File: config.mk
export PLATFORM = sky130hd
export DESIGN_NAME = spi_cmd_monitor
export DESIGN_NICKNAME = d
export VERILOG_FILES = /design/src/rtl/spi_cmd_monitor.sv
export SDC_FILE = /design/constraint.sdc
export NUM_CORES = 1
export LEC_CHECK = 0
export CAP_MARGIN = 25
export CORE_UTILIZATION = 50
export CTS_BUF_LIST = sky130_fd_sc_hd__clkbuf_8
export DETAILED_ROUTE_END_ITERATION = 6
export PLACE_DENSITY = 0.74
export SYNTH_ARGS = -nofsm -noshare
export SYNTH_HDL_FRONTEND = slang
export SYNTH_SLANG_ARGS = --single-unit
File: constraint.sdc
create_clock -name clk -period 8 [get_ports clk]
set_input_delay 0.8 -clock clk [delete_from_list [all_inputs] [get_ports clk]]
set_output_delay 0.8 -clock clk [all_outputs]
set_load 0.03 [all_outputs]
File: src/rtl/spi_cmd_monitor.sv
// Passive SPI flash command monitor: opcode, address and byte count per transaction.
// Define SPI_MON_MISO_EN to also capture the last complete MISO byte.
`timescale 1ns/1ps
module spi_cmd_monitor #(
  parameter int SYNC_STAGES = 2,
  parameter int CNT_W       = 16
) (
  input  logic             clk,
  input  logic             rst,
  input  logic             spi_sck,
  input  logic             spi_csb,
  input  logic             spi_mosi,
  input  logic             spi_miso,
  output logic             txn_done,
  output logic [7:0]       opcode,
  output logic [23:0]      addr,
  output logic [CNT_W-1:0] byte_cnt,
  output logic             wr_flag,
  output logic             partial,
  output logic             sat
`ifdef SPI_MON_MISO_EN
  ,
  output logic [7:0]       miso_last
`endif
);

  typedef enum logic [2:0] {
    WAIT_IDLE, IDLE, OPCODE, ADDR, DATA
  } state_t;

  localparam logic [2:0] SETTLE = 3'(SYNC_STAGES);

  logic [SYNC_STAGES-1:0] sck_sync_q, sck_sync_d;
  logic [SYNC_STAGES-1:0] csb_sync_q, csb_sync_d;
  logic [SYNC_STAGES-1:0] mosi_sync_q, mosi_sync_d;
  logic sck_prev_q, sck_prev_d;
  logic csb_prev_q, csb_prev_d;
  logic sck_s, csb_s, mosi_s;
  logic sck_rise, csb_rise, csb_fall;

  state_t           state_q;
  logic [2:0]       settle_q;
  logic [2:0]       bit_cnt_q;
  logic [6:0]       mosi_sr_q;
  logic [7:0]       op_w_q;
  logic [23:0]      addr_w_q;
  logic [1:0]       addr_idx_q;
  logic [CNT_W-1:0] cnt_w_q;
  logic             sat_w_q;
  logic [7:0]       new_byte;
  logic             wr_op;

`ifdef SPI_MON_MISO_EN
  logic [SYNC_STAGES-1:0] miso_sync_q, miso_sync_d;
  logic       miso_s;
  logic [6:0] miso_sr_q;

  // MISO synchronizer next-state
  always_comb begin
    miso_sync_d = {miso_sync_q[SYNC_STAGES-2:0], spi_miso};
  end

  // MISO synchronizer flops
  always_ff @(posedge clk or posedge rst) begin
    if (rst) miso_sync_q <= '0;
    else     miso_sync_q <= miso_sync_d;
  end

  assign miso_s = miso_sync_q[SYNC_STAGES-1];
`else
  logic unused_miso;
  assign unused_miso = spi_miso;
`endif

  // Synchronizer and edge-history next-state
  always_comb begin
    sck_sync_d  = {sck_sync_q[SYNC_STAGES-2:0], spi_sck};
    csb_sync_d  = {csb_sync_q[SYNC_STAGES-2:0], spi_csb};
    mosi_sync_d = {mosi_sync_q[SYNC_STAGES-2:0], spi_mosi};
    sck_prev_d  = sck_s;
    csb_prev_d  = csb_s;
  end

  // Synchronizer flops; csb idles high
  always_ff @(posedge clk or posedge rst) begin
    if (rst) begin
      sck_sync_q  <= '0;
      csb_sync_q  <= '1;
      mosi_sync_q <= '0;
      sck_prev_q  <= 1'b0;
      csb_prev_q  <= 1'b1;
    end else begin
      sck_sync_q  <= sck_sync_d;
      csb_sync_q  <= csb_sync_d;
      mosi_sync_q <= mosi_sync_d;
      sck_prev_q  <= sck_prev_d;
      csb_prev_q  <= csb_prev_d;
    end
  end

  assign sck_s    = sck_sync_q[SYNC_STAGES-1];
  assign csb_s    = csb_sync_q[SYNC_STAGES-1];
  assign mosi_s   = mosi_sync_q[SYNC_STAGES-1];
  assign sck_rise = sck_s & ~sck_prev_q;
  assign csb_rise = csb_s & ~csb_prev_q;
  assign csb_fall = ~csb_s & csb_prev_q;
  assign new_byte = {mosi_sr_q, mosi_s};
  assign wr_op    = op_w_q inside {8'h02, 8'h06, 8'h20, 8'hD8, 8'hC7};

  // Transaction FSM with working registers and registered outputs
  always_ff @(posedge clk or posedge rst) begin
    if (rst) begin
      state_q    <= WAIT_IDLE;
      settle_q   <= '0;
      bit_cnt_q  <= '0;
      mosi_sr_q  <= '0;
      op_w_q     <= '0;
      addr_w_q   <= '0;
      addr_idx_q <= '0;
      cnt_w_q    <= '0;
      sat_w_q    <= 1'b0;
      txn_done   <= 1'b0;
      opcode     <= '0;
      addr       <= '0;
      byte_cnt   <= '0;
      wr_flag    <= 1'b0;
      partial    <= 1'b0;
      sat        <= 1'b0;
`ifdef SPI_MON_MISO_EN
      miso_sr_q  <= '0;
      miso_last  <= '0;
`endif
    end else begin
      txn_done <= 1'b0;
      unique case (state_q)
        WAIT_IDLE: begin
          // wait until the synchronizers hold real csb samples
          if (settle_q != SETTLE) settle_q <= settle_q + 3'd1;
          else if (csb_s)         state_q  <= IDLE;
        end
        IDLE: begin
          if (csb_fall) begin
            bit_cnt_q  <= '0;
            mosi_sr_q  <= '0;
            op_w_q     <= '0;
            addr_w_q   <= '0;
            addr_idx_q <= '0;
            cnt_w_q    <= '0;
            sat_w_q    <= 1'b0;
`ifdef SPI_MON_MISO_EN
            miso_sr_q  <= '0;
`endif
            state_q    <= OPCODE;
          end
        end
        default: begin
          if (csb_rise) begin
            opcode   <= op_w_q;
            addr     <= addr_w_q;
            byte_cnt <= cnt_w_q;
            wr_flag  <= wr_op;
            partial  <= (bit_cnt_q != 3'd0);
            sat      <= sat_w_q;
            txn_done <= 1'b1;
            state_q  <= IDLE;
          end else if (sck_rise) begin
            mosi_sr_q <= new_byte[6:0];
            bit_cnt_q <= bit_cnt_q + 3'd1;
`ifdef SPI_MON_MISO_EN
            miso_sr_q <= {miso_sr_q[5:0], miso_s};
`endif
            if (bit_cnt_q == 3'd7) begin
              if (cnt_w_q == '1) sat_w_q <= 1'b1;
              else               cnt_w_q <= cnt_w_q + 1'b1;
`ifdef SPI_MON_MISO_EN
              miso_last <= {miso_sr_q, miso_s};
`endif
              if (state_q == OPCODE) begin
                op_w_q  <= new_byte;
                state_q <= ADDR;
              end else if (state_q == ADDR) begin
                if (addr_idx_q == 2'd0) addr_w_q[23:16] <= new_byte;
                if (addr_idx_q == 2'd1) addr_w_q[15:8]  <= new_byte;
                if (addr_idx_q == 2'd2) begin
                  addr_w_q[7:0] <= new_byte;
                  state_q       <= DATA;
                end
                addr_idx_q <= addr_idx_q + 2'd1;
              end
            end
          end
        end
      endcase
    end
  end

endmodule
==> results.json, run 1 <==
{
  "gr-usage-all-layers_pct": 20.1,
  "htree_levels": 4,
  "grt_first_pass_wirelength_um": 17600,
  "ys_async_sr_fraction_pct": 100,
  "ys_ff_latch": 127,
  "post_drt_wl_per_cell_um": 15.2,
  "tns_ps": 0,
  "num_vias": 3663,
  "yosys-top-cells-area": "dfrtp_1 56%, mux2_2 10%, nand2_1 4.3%, o21ai_2 2.6%, o21ai_0 2.1%",
  "synthFlopType": "dfrtp_1",
  "cap_violations": 0,
  "io_buffers": 56,
  "clockBufferDepth": 2,
  "maxSlewViolCount": 0,
  "rsz0062_at_grt": "false",
  "die-area_sq_um": 11400,
  "syn2layout_area_growth_pct": 18.7,
  "grt_overflow_total": 0,
  "critPathMaxStageDelay_ps": 570,
  "fin_ws_ps": 5570,
  "crit_family": "simple AND/OR/NAND/NOR gates",
  "crit_slowest_cell": "dfstp_2",
  "rows": 37,
  "worst_ir_drop_vdd_uv": 166,
  "grt_max_degree": 85,
  "synth.avg_cell_area_sq_um": 12.1,
  "synth_largest_area_cell": "dfrtp_1",
  "synth_edf_count": 0,
  "hold_start": "sck_sync_q[0]",
  "clkLatencyLatePin_ps": 430,
  "drtAntennaViolNets": 0,
  "routed_wl_um": 10100,
  "hp-class": "reg -> reg",
  "start_util_pct": 52.3,
  "die_y_um": 107,
  "synth_most_common_cell": "dfrtp_1",
  "grt_pass1_vias": 3623,
  "post_dp_cell_area_sq_um": 6100,
  "ios": 58,
  "cp-end-kind": "register",
  "pre_cts_ws_ps": 5260,
  "synth_cell_type_count": 56,
  "cts_setup_buffers": 0,
  "max-slew-margin-rel_pct": 45.6,
  "core_area_sq_um": 10500,
  "reg2reg_to": "byte_cnt[6]",
  "hold_depth": 0,
  "drcViolationCount": 0,
  "first_pass_iters": 4,
  "layout-drive-gt1-share_pct": 23.4,
  "critPathBufInv": 1,
  "finalWeightedCongestion": 0.852,
  "fin_crit_sh_pct": 30.4,
  "r2r_cells": 4,
  "synth_nets": 471,
  "worstReg2RegStart": "csb_sync_q[1]",
  "syn_area_sq_um": 5500,
  "powerDensity_nw_per_um2": 251,
  "min_period_ps": 2430,
  "fin_skew_ps": 9.56,
  "antenna_found_initial": 0,
  "synth.yosys.seq_area_share_pct": 57.9,
  "hold_viol_final": 0,
  "setup_viol": 0,
  "fin_area_sq_um": 6520,
  "cts-resized-gates": 0,
  "cts_tree": "yes",
  "r2r_setup_slack_ps": 5570,
  "crit_fanout": 33,
  "clk_pin_slew_ps": 70,
  "drtIter0Drc": 105,
  "critPathKind": "reg -> reg",
  "hold_path_end": "sck_sync_q[1]",
  "synth.top_cell.area_share_pct": 56.5,
  "die_w_um": 107,
  "synthCells": 456,
  "yosys_warnings": 0,
  "cp_data_required_time_ps": 8310,
  "cp_data_arrival_time_ps": 2740,
  "status": "finished clean",
  "path_cells": "nand2b_1 > nor2_4 > buf_4 > mux2_2",
  "postCtsHoldBufs": 0,
  "place_hpwl_um": 6740,
  "cts_sinks": 127,
  "clk_root_buffer_cell": "clkbuf_8",
  "startpoint_type": "register",
  "antenna_cells": 0,
  "fmax_mhz": 411,
  "viasPerCell": 5.53,
  "fin_nets": 528,
  "cts_buffers": 17,
  "worstMarginPinSlew_ps": 816,
  "ys_top_cells_by_count": "124 x dfrtp_1, 63 x nand2_1, 51 x mux2_2",
  "leakagePower_nw": 2.91
}
==> sequential cells by signal (all words and copies together), names as in the netlist, 2 cells and up <==
signal / count
addr: 24
addr_w_q: 24
byte_cnt: 16
cnt_w_q: 16
op_w_q: 8
opcode: 8
mosi_sr_q: 7
bit_cnt_q: 3
settle_q: 3
state_q: 3
addr_idx_q: 2
csb_sync_q: 2
mosi_sync_q: 2
sck_sync_q: 2
==> power breakdown <==
group | internal, mW | switching (mW)
Clock | 0.297 | 0.247
Combinational | 0.128 | 0.200
Sequential | 0.717 | 0.0493
Total | 1.14 | 0.496
==> layer usage <==
layer / track usage [%] / wire length [um] / vias to the layer above
met1: 25.6 / 4450 / 1821
met5: 0 / 0 / -
met4: 7.34 / 146 / 0
met3: 6.08 / 448 / 17
met2: 32.3 / 5020 / 84
li1: - / - / 1741
==> through the flow <==
step                      power [mW]  std cells  hold WS (ps)  utilization [%]
after floorplan                 1.01        456           331                -
after global placement          1.09        629           334             58.0
after detailed placement        1.11        629           336             58.0
after CTS                       1.65        661           353             61.8
after global routing            1.72        662           360             62.1
final                           1.64        662           350             62.1
==> how the worst max path moves through the flow <==
stage	start	end	slack, ps	cells after the start
floorplan	rst	addr[0]	3820	1
global placement	rst	addr[6]	5300	3
detailed placement	rst	opcode[1]	5260	3
CTS	csb_sync_q[1]	byte_cnt[6]	5550	4
global route	csb_sync_q[1]	byte_cnt[9]	5400	4
finish	csb_sync_q[1]	byte_cnt[6]	5570	4
==> cells by family after synthesis <==
| family | after synthesis | synth area share [%] |
|---|---|---|
| muxes | 53 | 10.8 |
| and+or+nand+nor | 132 | 12.7 |
| adders and majority gates | 9 | 2.05 |
| AOI/OAI and AO/OA | 100 | 12.7 |
| xor gates and xnor gates | 2 | 0.319 |
| buffers and inverters | 33 | 3.53 |
| DFF | 127 | 57.9 |
==> cell type report <==
cell class | instances | area, sq um
fill | 837 | 3990
sequential | 127 | 3180
multi-input combinational | 296 | 2120
timing repair buffer | 59 | 603
clock buffer | 20 | 275
tap | 136 | 170
clock inverter | 12 | 119
inverter | 12 | 47.5
==> placed cells by master (no fill, tap or decap), types with 3 or more instances in the layout <==
cell type | synthesis | routed
dfrtp_1 | 124 | 124
nand2_1 | 63 | 63
clkdlybuf4s50_1 | 0 | 56
mux2_2 | 51 | 51
o21ai_0 | 23 | 23
clkbuf_8 | 0 | 20
o21ai_2 | 16 | 16
a21oi_1 | 16 | 16
nand3_1 | 15 | 15
nor2_1 | 13 | 13
inv_1 | 12 | 13
o21ai_1 | 13 | 13
ha_1 | 9 | 9
a31oi_1 | 7 | 7
o31ai_1 | 5 | 5
and3_1 | 5 | 5
nor3_1 | 5 | 5
and4_1 | 4 | 4
nand4_1 | 4 | 4
clkinv_2 | 0 | 4
nor2b_1 | 3 | 3
a311oi_1 | 3 | 3
clkinvlp_4 | 0 | 3
dfstp_2 | 3 | 3
Power figures use the tool's default switching activity.
==> run 2, diff against run 1 <==
--- a/config.mk
+++ b/config.mk
@@ -9,7 +9,7 @@
 export CORE_UTILIZATION = 50
 export CTS_BUF_LIST = sky130_fd_sc_hd__clkbuf_8
 export DETAILED_ROUTE_END_ITERATION = 6
-export PLACE_DENSITY = 0.74
+export PLACE_DENSITY = 0.77
 export SYNTH_ARGS = -nofsm -noshare
 export SYNTH_HDL_FRONTEND = slang
 export SYNTH_SLANG_ARGS = --single-unit
==> constraint.sdc (replaced) <==
create_clock -name clk -period 2.2 [get_ports clk]
set_input_delay 0.22 -clock clk [delete_from_list [all_inputs] [get_ports clk]]
set_output_delay 0.22 -clock clk [all_outputs]
set_load 0.03 [all_outputs]
==> run 2 against run 1 <==
Compared with the run above: total power grew to 3.8 times the previous value; clock-buffer cell count is 3 lower; sequential share of layout area is 0.87 points lower; global-route usage is 0.077 points lower; sequential power grew to 3.6 times the previous value; worst setup slack worse by 5400 ps; hold slack worse by 160 ps; combinational power grew to 3.8 times the previous value; highest routed layer unchanged.
==> results.json, run 2 (synthesis gave the netlist of run 1 again) <==
{
  "status": "finished clean",
  "finalWeightedCongestion": 0.890,
  "dp.cells": 637,
  "hold_start": "spi_csb",
  "pwr-share-comb_pct": 20.3,
  "die-area_sq_um": 11400,
  "worstMarginPinSlew_ps": 589,
  "die_w_um": 107,
  "hp-class": "in -> reg",
  "start_util_pct": 52.3,
  "min_period_ps": 2040,
  "grt_max_degree": 80,
  "final_core_util_pct": 63.2,
  "maxSlewViolCount": 0,
  "r2r_setup_slack_ps": 160,
  "viasPerCell": 5.55,
  "crit_slowest_cell": "dfrtp_1",
  "pre_cts_ws_ps": 99.0,
  "syn2layout_area_growth_pct": 20.8,
  "grt_overflow_total": 0,
  "antenna_cells": 0,
  "startpoint_type": "register",
  "drcViolationCount": 0,
  "fin_crit_sh_pct": 92.7,
  "postCtsHoldBufs": 0,
  "seqPwrFrac_pct": 45.1,
  "first_pass_iters": 5,
  "worstReg2RegStart": "state_q[0]",
  "hold_depth": 1,
  "hold_viol_final": 0,
  "rsz0062_at_grt": "false",
  "cts_buffers": 17,
  "whs_ps": 195,
  "cts_tree": "yes",
  "fin_ws_ps": 161,
  "die_y_um": 107,
  "ios": 58,
  "layout-drive-gt1-share_pct": 24.7,
  "post_drt_wl_per_cell_um": 15.5,
  "num_vias": 3720,
  "most-common-layout-cells": "124 x dfrtp_1, 63 x nand2_1, 56 x clkdlybuf4s50_1",
  "switching_share_pct": 29.8,
  "power_mw": 6.19,
  "p_sw_mw": 1.85,
  "tns_ps": 0,
  "largest_registers": "addr: 24 flops, addr_w_q: 24 flops",
  "routed_wl_um": 10400,
  "cts_sinks": 127,
  "crit_fanout": 17,
  "critPathMaxStageDelay_ps": 570,
  "cp-end-kind": "register",
  "final_cells": 670,
  "reg2reg_to": "addr_w_q[5]",
  "clockBufferDepth": 2,
  "critPathKind": "reg -> reg",
  "grt_pass1_vias": 3688,
  "core_area_sq_um": 10500,
  "clk_root_buffer_cell": "clkbuf_8",
  "pwr-share-clk_pct": 34.6,
  "clkLatencyLatePin_ps": 430,
  "leakagePower_nw": 2.97,
  "gr-usage-all-layers_pct": 20.0,
  "fin_nets": 536,
  "post_dp_cell_area_sq_um": 6190,
  "io_buffers": 56,
  "cp_data_arrival_time_ps": 2330,
  "hold_path_end": "csb_sync_q[0]",
  "cp_data_required_time_ps": 2500,
  "drtAntennaViolNets": 0,
  "htree_levels": 4,
  "fmax_mhz": 490,
  "worst_ir_drop_vdd_uv": 490,
  "path_cells": "nor3b_4 > and2_1 > buf_4 > o22ai_4 > nand2_1 > o21ai_1",
  "setup_viol": 0,
  "fin_skew_ps": 10.9,
  "grt_first_pass_wirelength_um": 17800,
  "r2r_cells": 6,
  "drtIter0Drc": 124,
  "rows": 37,
  "intPower_mw": 4.35,
  "layout_commonest_cell": "dfrtp_1",
  "clk_pin_slew_ps": 70,
  "max-slew-margin-rel_pct": 60.7,
  "place_hpwl_um": 6960,
  "antenna_found_initial": 0,
  "fin_area_sq_um": 6640,
  "cap_violations": 0,
  "powerDensity_nw_per_um2": 933
}
==> run 2: cell count changes in the layout (fill, tap and decap cells not counted), sizes merged <==
| cell | before | now |
|---|---|---|
| clkinv | 5 | 8 |
| clkinvlp | 3 | 1 |
| buf | 3 | 11 |
| bufinv | 2 | 4 |
| clkbuf | 20 | 17 |
==> run 2: repair_timing <==
item | in CTS | in global routing
resized for setup | 0 | 3
buffers inserted | 0 | 1
setup endpoints to repair | 0 | 16
hold endpoints to repair | 0 | 0
==> run 2: cell type report <==
class / count / area [sq um]
sequential: 127 / 3180
clock buffer: 17 / 234
multi-input combinational: 296 / 2140
tap: 136 / 170
timing repair buffer: 67 / 668
clock inverter: 15 / 195
inverter: 12 / 48.8
fill: 819 / 3870
==> run 2: power groups by stage <==
stage,sequential [mW],combinational (mW),clock [mW]
after global routing,2.83,1.38,2.28
after detailed placement,2.84,1.26,0
after floorplan,2.98,0.682,0
after CTS,2.79,1.26,2.18
final,2.79,1.26,2.14
after global placement,2.82,1.21,0
==> run 2: metal layers <==
metal	track usage (%)	routed length [um]	vias to the layer above
met4	6.95	105	0
met5	0	0	-
li1	-	-	1761
met1	26.2	4550	1835
met2	32.5	5250	109
met3	4.92	459	15
==> run 2: how the worst max path moves through the flow <==
| stage | end | cells past startpoint | start |
|---|---|---|---|
| global placement | addr_w_q[23] | 7 | bit_cnt_q[0] |
| detailed placement | addr_w_q[23] | 7 | bit_cnt_q[0] |
| global route | addr_w_q[0] | 6 | state_q[0] |
| CTS | addr_w_q[23] | 7 | bit_cnt_q[0] |
| finish | addr_w_q[5] | 6 | state_q[0] |
| floorplan | op_w_q[0] | 8 | csb_prev_q |
==> run 2: worst max-delay path, delay by kind of cell, from the launching register on <==
kind	cells	cell delay (ps)
AOI/OAI and AO/OA	2	220
buffers and inverters	1	200
DFF	1	570
and+or+nand+nor	3	910
